--- src/rtl/vga_pkg.sv ---
// Shared types and helpers for the VGA raster timing generator: per-axis timing
// description, its total-length helper, and two standard display modes.
package vga_pkg;

  typedef struct packed {
    int unsigned active;
    int unsigned front;
    int unsigned sync;
    int unsigned back;
  } vga_axis_t;

  typedef struct packed {
    vga_axis_t h;
    vga_axis_t v;
  } vga_mode_t;

  function automatic int unsigned axis_total(input vga_axis_t a);
    return a.active + a.front + a.sync + a.back;
  endfunction

  localparam vga_mode_t VGA_640x480_60 = '{
    h: '{active: 640, front: 16, sync: 96, back: 48},
    v: '{active: 480, front: 10, sync: 2,  back: 33}
  };

  localparam vga_mode_t SVGA_800x600_56 = '{
    h: '{active: 800, front: 24, sync: 72, back: 128},
    v: '{active: 600, front: 1,  sync: 2,  back: 22}
  };

endpackage

--- src/rtl/vga_axis_timer.sv ---
// One raster axis: wrapping position counter plus decodes of the position it
// will hold after this cycle's step, so the caller can register aligned outputs.
module vga_axis_timer
  import vga_pkg::*;
#(
  parameter vga_axis_t AX  = SVGA_800x600_56.h,
  parameter logic      POL = 1'b1,
  parameter int        CW  = 11
) (
  input  logic          clk,
  input  logic          reset,
  input  logic          i_step,
  output logic [CW-1:0] o_cnt,
  output logic [CW-1:0] o_nxt,
  output logic          o_wrap,
  output logic          o_active,
  output logic          o_sync,
  output logic          o_sync_first
);

  localparam int unsigned TOTAL = axis_total(AX);
  localparam int unsigned SS    = AX.active + AX.front;
  localparam int unsigned SE    = SS + AX.sync;
  localparam logic [CW-1:0] LAST = CW'(TOTAL - 1);

  if (TOTAL > (64'd1 << CW)) begin : g_size_err
    $error("vga_axis_timer: axis total exceeds counter width");
  end

  logic [CW-1:0] r_cnt;
  logic          w_last;
  logic [CW-1:0] w_nxt;
  logic [31:0]   w_nxt32;

  assign w_last  = (r_cnt == LAST);
  assign o_wrap  = i_step & w_last;
  assign w_nxt   = !i_step ? r_cnt : (w_last ? '0 : r_cnt + 1'b1);
  assign w_nxt32 = 32'(w_nxt);

  always_ff @(posedge clk) begin
    if (reset) r_cnt <= '0;
    else       r_cnt <= w_nxt;
  end

  assign o_cnt        = r_cnt;
  assign o_nxt        = w_nxt;
  assign o_active     = (w_nxt32 < AX.active);
  // Sync decode already carries the polarity so the top just registers it.
  assign o_sync       = ((w_nxt32 >= SS) && (w_nxt32 < SE)) ? POL : ~POL;
  assign o_sync_first = (w_nxt32 == SS);

endmodule

--- src/rtl/vga_timing_gen.sv ---
// VGA/SVGA raster timing generator: pixel divider, h/v axis timers, registered
// sync/blank/position/strobe outputs. Optional frame counter: VGA_FRAME_COUNT_EN.
module vga_timing_gen
  import vga_pkg::*;
#(
  parameter int   WIDTH     = 800,
  parameter int   HFRONT    = 24,
  parameter int   HSYNC     = 72,
  parameter int   HBACK     = 128,
  parameter int   HEIGHT    = 600,
  parameter int   VFRONT    = 1,
  parameter int   VSYNC     = 2,
  parameter int   VBACK     = 22,
  parameter logic HSYNC_POL = 1'b1,
  parameter logic VSYNC_POL = 1'b1,
  parameter int   PIX_DIV   = 1,
  parameter int   CW        = 11,
  parameter int   FRAME_W   = 8
) (
  input  logic               clk,
  input  logic               reset,
  input  logic               enable,
  output logic               hsync,
  output logic               vsync,
  output logic               hblank,
  output logic               vblank,
  output logic               blank,
  output logic [CW-1:0]      x_pos,
  output logic [CW-1:0]      y_pos,
  output logic               pix_stb,
  output logic               next_row,
  output logic               next_frame,
  output logic               vsync_pulse,
  output logic [FRAME_W-1:0] frame_count
);

  localparam vga_axis_t H_AX = '{active: WIDTH,  front: HFRONT, sync: HSYNC, back: HBACK};
  localparam vga_axis_t V_AX = '{active: HEIGHT, front: VFRONT, sync: VSYNC, back: VBACK};
  localparam int DW = (PIX_DIV > 1) ? $clog2(PIX_DIV) : 1;

  if (PIX_DIV < 1) begin : g_div_err
    $error("vga_timing_gen: PIX_DIV must be at least 1");
  end

  logic          w_adv;
  logic [CW-1:0] w_h_cnt, w_h_nxt, w_v_cnt, w_v_nxt;
  logic          w_h_wrap, w_h_act, w_h_sync, w_h_sync_first;
  logic          w_v_wrap, w_v_act, w_v_sync, w_v_sync_first;
  logic          w_h_zero, w_frame_start;

  if (PIX_DIV > 1) begin : g_div
    logic [DW-1:0] r_div;
    assign w_adv = enable && (r_div == DW'(PIX_DIV - 1));
    always_ff @(posedge clk) begin
      if (reset)       r_div <= '0;
      else if (w_adv)  r_div <= '0;
      else if (enable) r_div <= r_div + 1'b1;
    end
  end else begin : g_nodiv
    assign w_adv = enable;
  end

  vga_axis_timer #(.AX(H_AX), .POL(HSYNC_POL), .CW(CW)) u_h (
    .clk(clk), .reset(reset), .i_step(w_adv),
    .o_cnt(w_h_cnt), .o_nxt(w_h_nxt), .o_wrap(w_h_wrap),
    .o_active(w_h_act), .o_sync(w_h_sync), .o_sync_first(w_h_sync_first)
  );

  vga_axis_timer #(.AX(V_AX), .POL(VSYNC_POL), .CW(CW)) u_v (
    .clk(clk), .reset(reset), .i_step(w_h_wrap),
    .o_cnt(w_v_cnt), .o_nxt(w_v_nxt), .o_wrap(w_v_wrap),
    .o_active(w_v_act), .o_sync(w_v_sync), .o_sync_first(w_v_sync_first)
  );

  assign w_h_zero      = (w_h_nxt == '0);
  assign w_frame_start = w_h_zero && (w_v_nxt == '0);

  // Strobes are gated by adv so they fall to 0 on any non-advancing cycle;
  // levels and positions only load on adv, so a pause freezes them.
  always_ff @(posedge clk) begin
    if (reset) begin
      hsync       <= ~HSYNC_POL;
      vsync       <= ~VSYNC_POL;
      hblank      <= 1'b1;
      vblank      <= 1'b1;
      blank       <= 1'b1;
      x_pos       <= '0;
      y_pos       <= '0;
      pix_stb     <= 1'b0;
      next_row    <= 1'b0;
      next_frame  <= 1'b0;
      vsync_pulse <= 1'b0;
    end else begin
      pix_stb     <= w_adv;
      next_row    <= w_adv & w_h_zero;
      next_frame  <= w_adv & w_frame_start;
      vsync_pulse <= w_adv & w_h_zero & w_v_sync_first;
      if (w_adv) begin
        hsync  <= w_h_sync;
        vsync  <= w_v_sync;
        hblank <= ~w_h_act;
        vblank <= ~w_v_act;
        blank  <= ~(w_h_act & w_v_act);
        x_pos  <= (w_h_act & w_v_act) ? w_h_nxt : '0;
        y_pos  <= w_v_act ? w_v_nxt : '0;
      end
    end
  end

`ifdef VGA_FRAME_COUNT_EN
  logic [FRAME_W-1:0] r_frame;
  always_ff @(posedge clk) begin
    if (reset)                      r_frame <= '0;
    else if (w_adv & w_frame_start) r_frame <= r_frame + 1'b1;
  end
  assign frame_count = r_frame;
`else
  assign frame_count = '0;
`endif

  logic w_unused;
  assign w_unused = ^{w_h_cnt, w_v_cnt, w_v_wrap, w_h_sync_first};

endmodule

--- config.mk ---
export PLATFORM = sky130hd
export DESIGN_NAME = vga_timing_gen
export DESIGN_NICKNAME = d
export VERILOG_FILES = /design/src/rtl/vga_pkg.sv /design/src/rtl/vga_axis_timer.sv /design/src/rtl/vga_timing_gen.sv
export SDC_FILE = /design/constraint.sdc
export NUM_CORES = 1
export LEC_CHECK = 0
export ABC_AREA = 1
export BUFFER_PORTS_ARGS = -buffer_cell sky130_fd_sc_hd__buf_2
export CELL_PAD_IN_SITES_DETAIL_PLACEMENT = 0
export CELL_PAD_IN_SITES_GLOBAL_PLACEMENT = 1
export CORE_MARGIN = 1.5
export CORE_UTILIZATION = 42
export CTS_BUF_LIST = sky130_fd_sc_hd__clkbuf_4
export DETAILED_ROUTE_END_ITERATION = 7
export GPL_TIMING_DRIVEN = 0
export PLACE_DENSITY_LB_ADDON = 0.1
export SETUP_SLACK_MARGIN = 0.15
export SLEW_MARGIN = 5
export SYNTH_ARGS = -nofsm -noshare
export SYNTH_HDL_FRONTEND = slang
export SYNTH_SLANG_ARGS = --single-unit
--- constraint.sdc ---
create_clock -name clk -period 2.7 [get_ports clk]
set_input_delay 0.81 -clock clk [delete_from_list [all_inputs] [get_ports clk]]
set_output_delay 0.81 -clock clk [all_outputs]
set_load 0.005 [all_outputs]
==> results_dict.tcl <==
set metrics [dict create \
    status "finished, final reports clean" \
    ant_nets 0 \
    drv_cap 0 \
    critPathRequiredTime_ns 2.99 \
    place_ws_ns 0.0482 \
    synth.ff_latch_count 53 \
    slew_headroom 0.581 \
    hold-worst-slack_ns 0.446 \
    fin_worst_skew_ns 0.0119 \
    grt_pass1_wl_mm 11.7 \
    dr.first_iter.drc_count 124 \
    hold_depth 2 \
    grt_start_max_net_pins 17 \
    p_leak_nw 1.60 \
    die_y_um 87.0 \
    finalPower_mw 1.34 \
    synth-edff-count 0 \
    ir_worst_vdd_v 0.000255 \
    ff2ff_path_depth 14 \
    rr_startpoint "u_h.o_cnt[1]$_SDFF_PP0_" \
    cts_max_level 2 \
    place_area_um2 3270 \
    dieArea_um2 7570 \
    grt_pass1_vias 2583 \
    timing.rr.end "x_pos[5]$_SDFFE_PP0P_" \
    grtUsageTotal 0.197 \
    via_per_inst 4.65 \
    mostFrequentLayoutCells "nand2_1, nor2_1, dfxtp_1" \
    first_pass_iters 4 \
    ctsLongestPathBuffers 2 \
    synthCells 433 \
    setup_tns_ns 0 \
    crit_fanout 9 \
    hp-class "reg2reg" \
    finalInstanceArea_um2 3350 \
    syn2layout_area_growth_pct 12.8 \
    startpoint_type "flip-flop" \
    dp_hpwl_mm 5.55 \
    port_buffers 31 \
    post-route-drc-count 0 \
    post_cts_buffers 0 \
    cts.sinks 53 \
    hold_start "y_pos[10]$_SDFFE_PP0P_" \
    period_share 0.831 \
    finalHoldViolCount 0 \
    syn_area_um2 2970 \
    drive_gt1_frac 0.217 \
    placedCellCount 567 \
    clk_pin_slew_worst_paths_ns 0.16 \
    instances_no_fill 575 \
    cts_buffers 5 \
    final_common_cell "nand2_1" \
    ioPinCount 42 \
    crit_path_end_kind "flip-flop" \
    die_w_um 87.0 \
    cts_tree "done" \
    synth_ff_type "dfxtp_1" \
    setup_violations 0 \
    yosysSeqAreaShare 0.358 \
    avgSynthCellArea_um2 6.85 \
    synth-warning-count 0 \
    postLayoutCoreUtil 0.492 \
    start_util 0.436 \
    wire_per_inst_um 12.0 \
    num_vias 2673 \
    drt-total-wl_mm 6.90 \
    synthDistinctLibCells 37 \
    antenna_found_initial 0 \
    cts_resized 0 \
    worstHoldEndpoint "y_pos[10]$_SDFFE_PP0P_" \
    diodes 0 \
    post-route-min-period_ns 2.24 \
    synth_top_area_share 0.358 \
    cts-root-buf "clkbuf_4" \
    synth_area_leader_cell "dfxtp_1" \
    tightest_slew_ns 0.629 \
    holdBufCountCts 0 \
    synthTopCellsByArea "dfxtp_1, nand2_1, nor2_1" \
    power_density_nw_per_um2 399 \
    path_class "reg2reg" \
    fmax_ghz 0.446 \
    rsz0062_at_grt "no" \
    grt_remaining_overflow 0 \
    critPathArrivalTime_ns 2.53 \
    drv_slew 0 \
    ys_async_sr_fraction 0 \
    reg2reg_slack_ns 0.46 \
    worst_slack_ns 0.457 \
    nets 484 \
    gp_congestion 0.875 \
    rows 30 \
    core_um2 6790 \
    clk_latency_ns 0.37 \
]
final cells by class:
type                            count  area, um^2
Inverter                           50         188
Multi-Input combinational cell    322        1650
Timing Repair Buffer               31         155
Fill cell                         741        3450
Sequential cell                    53        1060
Buffer                             15        90.1
Clock inverter                      3        41.3
Clock buffer                        5        37.5
Tap cell                           96         120
state kept, by name (all words and copies together), names as in the netlist, 11 cells and up:
signal / flops
x_pos: 11
y_pos: 11
u_h.o_cnt: 11
u_v.o_cnt: 11
per-layer routing:
layer,global-route usage,routed length [um],vias to the layer above
li1,-,-,1416
met1,0.229,3080,1210
met2,0.371,3560,41
met3,0.0351,202,6
met4,0.0440,59,0
met5,0,0,-
synth_stat cells, types with 2 or more instances:
cell and number:
or2_2 2, xor2_1 4, a21oi_1 10, nand3_1 21, ha_1 3, nand2_2 12
nand3_4 2, buf_2 3, buf_4 8, inv_2 3, nand2_1 135, dfxtp_1 53
nand3b_1 2, nand2_4 4, nand3_2 5, clkbuf_1 4, o21ai_0 12, nor2_4 11
nor3_1 4, inv_1 46, nand4_1 7, a21boi_0 2, nor2_2 11, nor2_1 55
nor3b_1 2
cell families (layout without fill, tap and decap cells):
family,count (synthesis),in the layout,synth area share
simple gates,279,279,0.471
fa+ha+maj,3,3,0.0127
buf+inv,65,104,0.0937
other cells,1,8,0.00126
compound gates,28,28,0.0515
flops,53,53,0.358
xor+xnor,4,4,0.0118
worst max-delay path, cell delays in order, from the launching register on:
cell and delay (ns):
dfxtp_1 0.40, ha_1 0.24, nand3_2 0.13, nor2_4 0.19
nand3_4 0.17, nor2_2 0.20, nand2_1 0.12, nand2_1 0.10
nand2_1 0.09, nor2_4 0.10, nand2_4 0.08, nand3_4 0.11
nand2_4 0.08, nand2_8 0.10, nor2_2 0.04
worst max path at each step:
stage / slack [ns] / from / to
2_1_floorplan: 0.42 / enable / x_pos[7]$_SDFFE_PP0P_
3_3_place_gp: 0.05 / enable / x_pos[7]$_SDFFE_PP0P_
3_5_place_dp: 0.05 / enable / x_pos[7]$_SDFFE_PP0P_
4_1_cts: 0.43 / u_h.o_cnt[1]$_SDFF_PP0_ / x_pos[7]$_SDFFE_PP0P_
5_1_grt: 0.27 / u_h.o_cnt[1]$_SDFF_PP0_ / x_pos[7]$_SDFFE_PP0P_
6_report: 0.46 / u_h.o_cnt[1]$_SDFF_PP0_ / x_pos[5]$_SDFFE_PP0P_
power by group:
group	total, mW	switching, mW	internal [mW]	leakage, nW
Clock	0.452	0.260	0.192	0.0389
Sequential	0.801	0.00611	0.795	0.429
Combinational	0.0829	0.0524	0.0305	1.13
Total	1.34	0.319	1.02	1.60
Power figures use the tool's default switching activity.
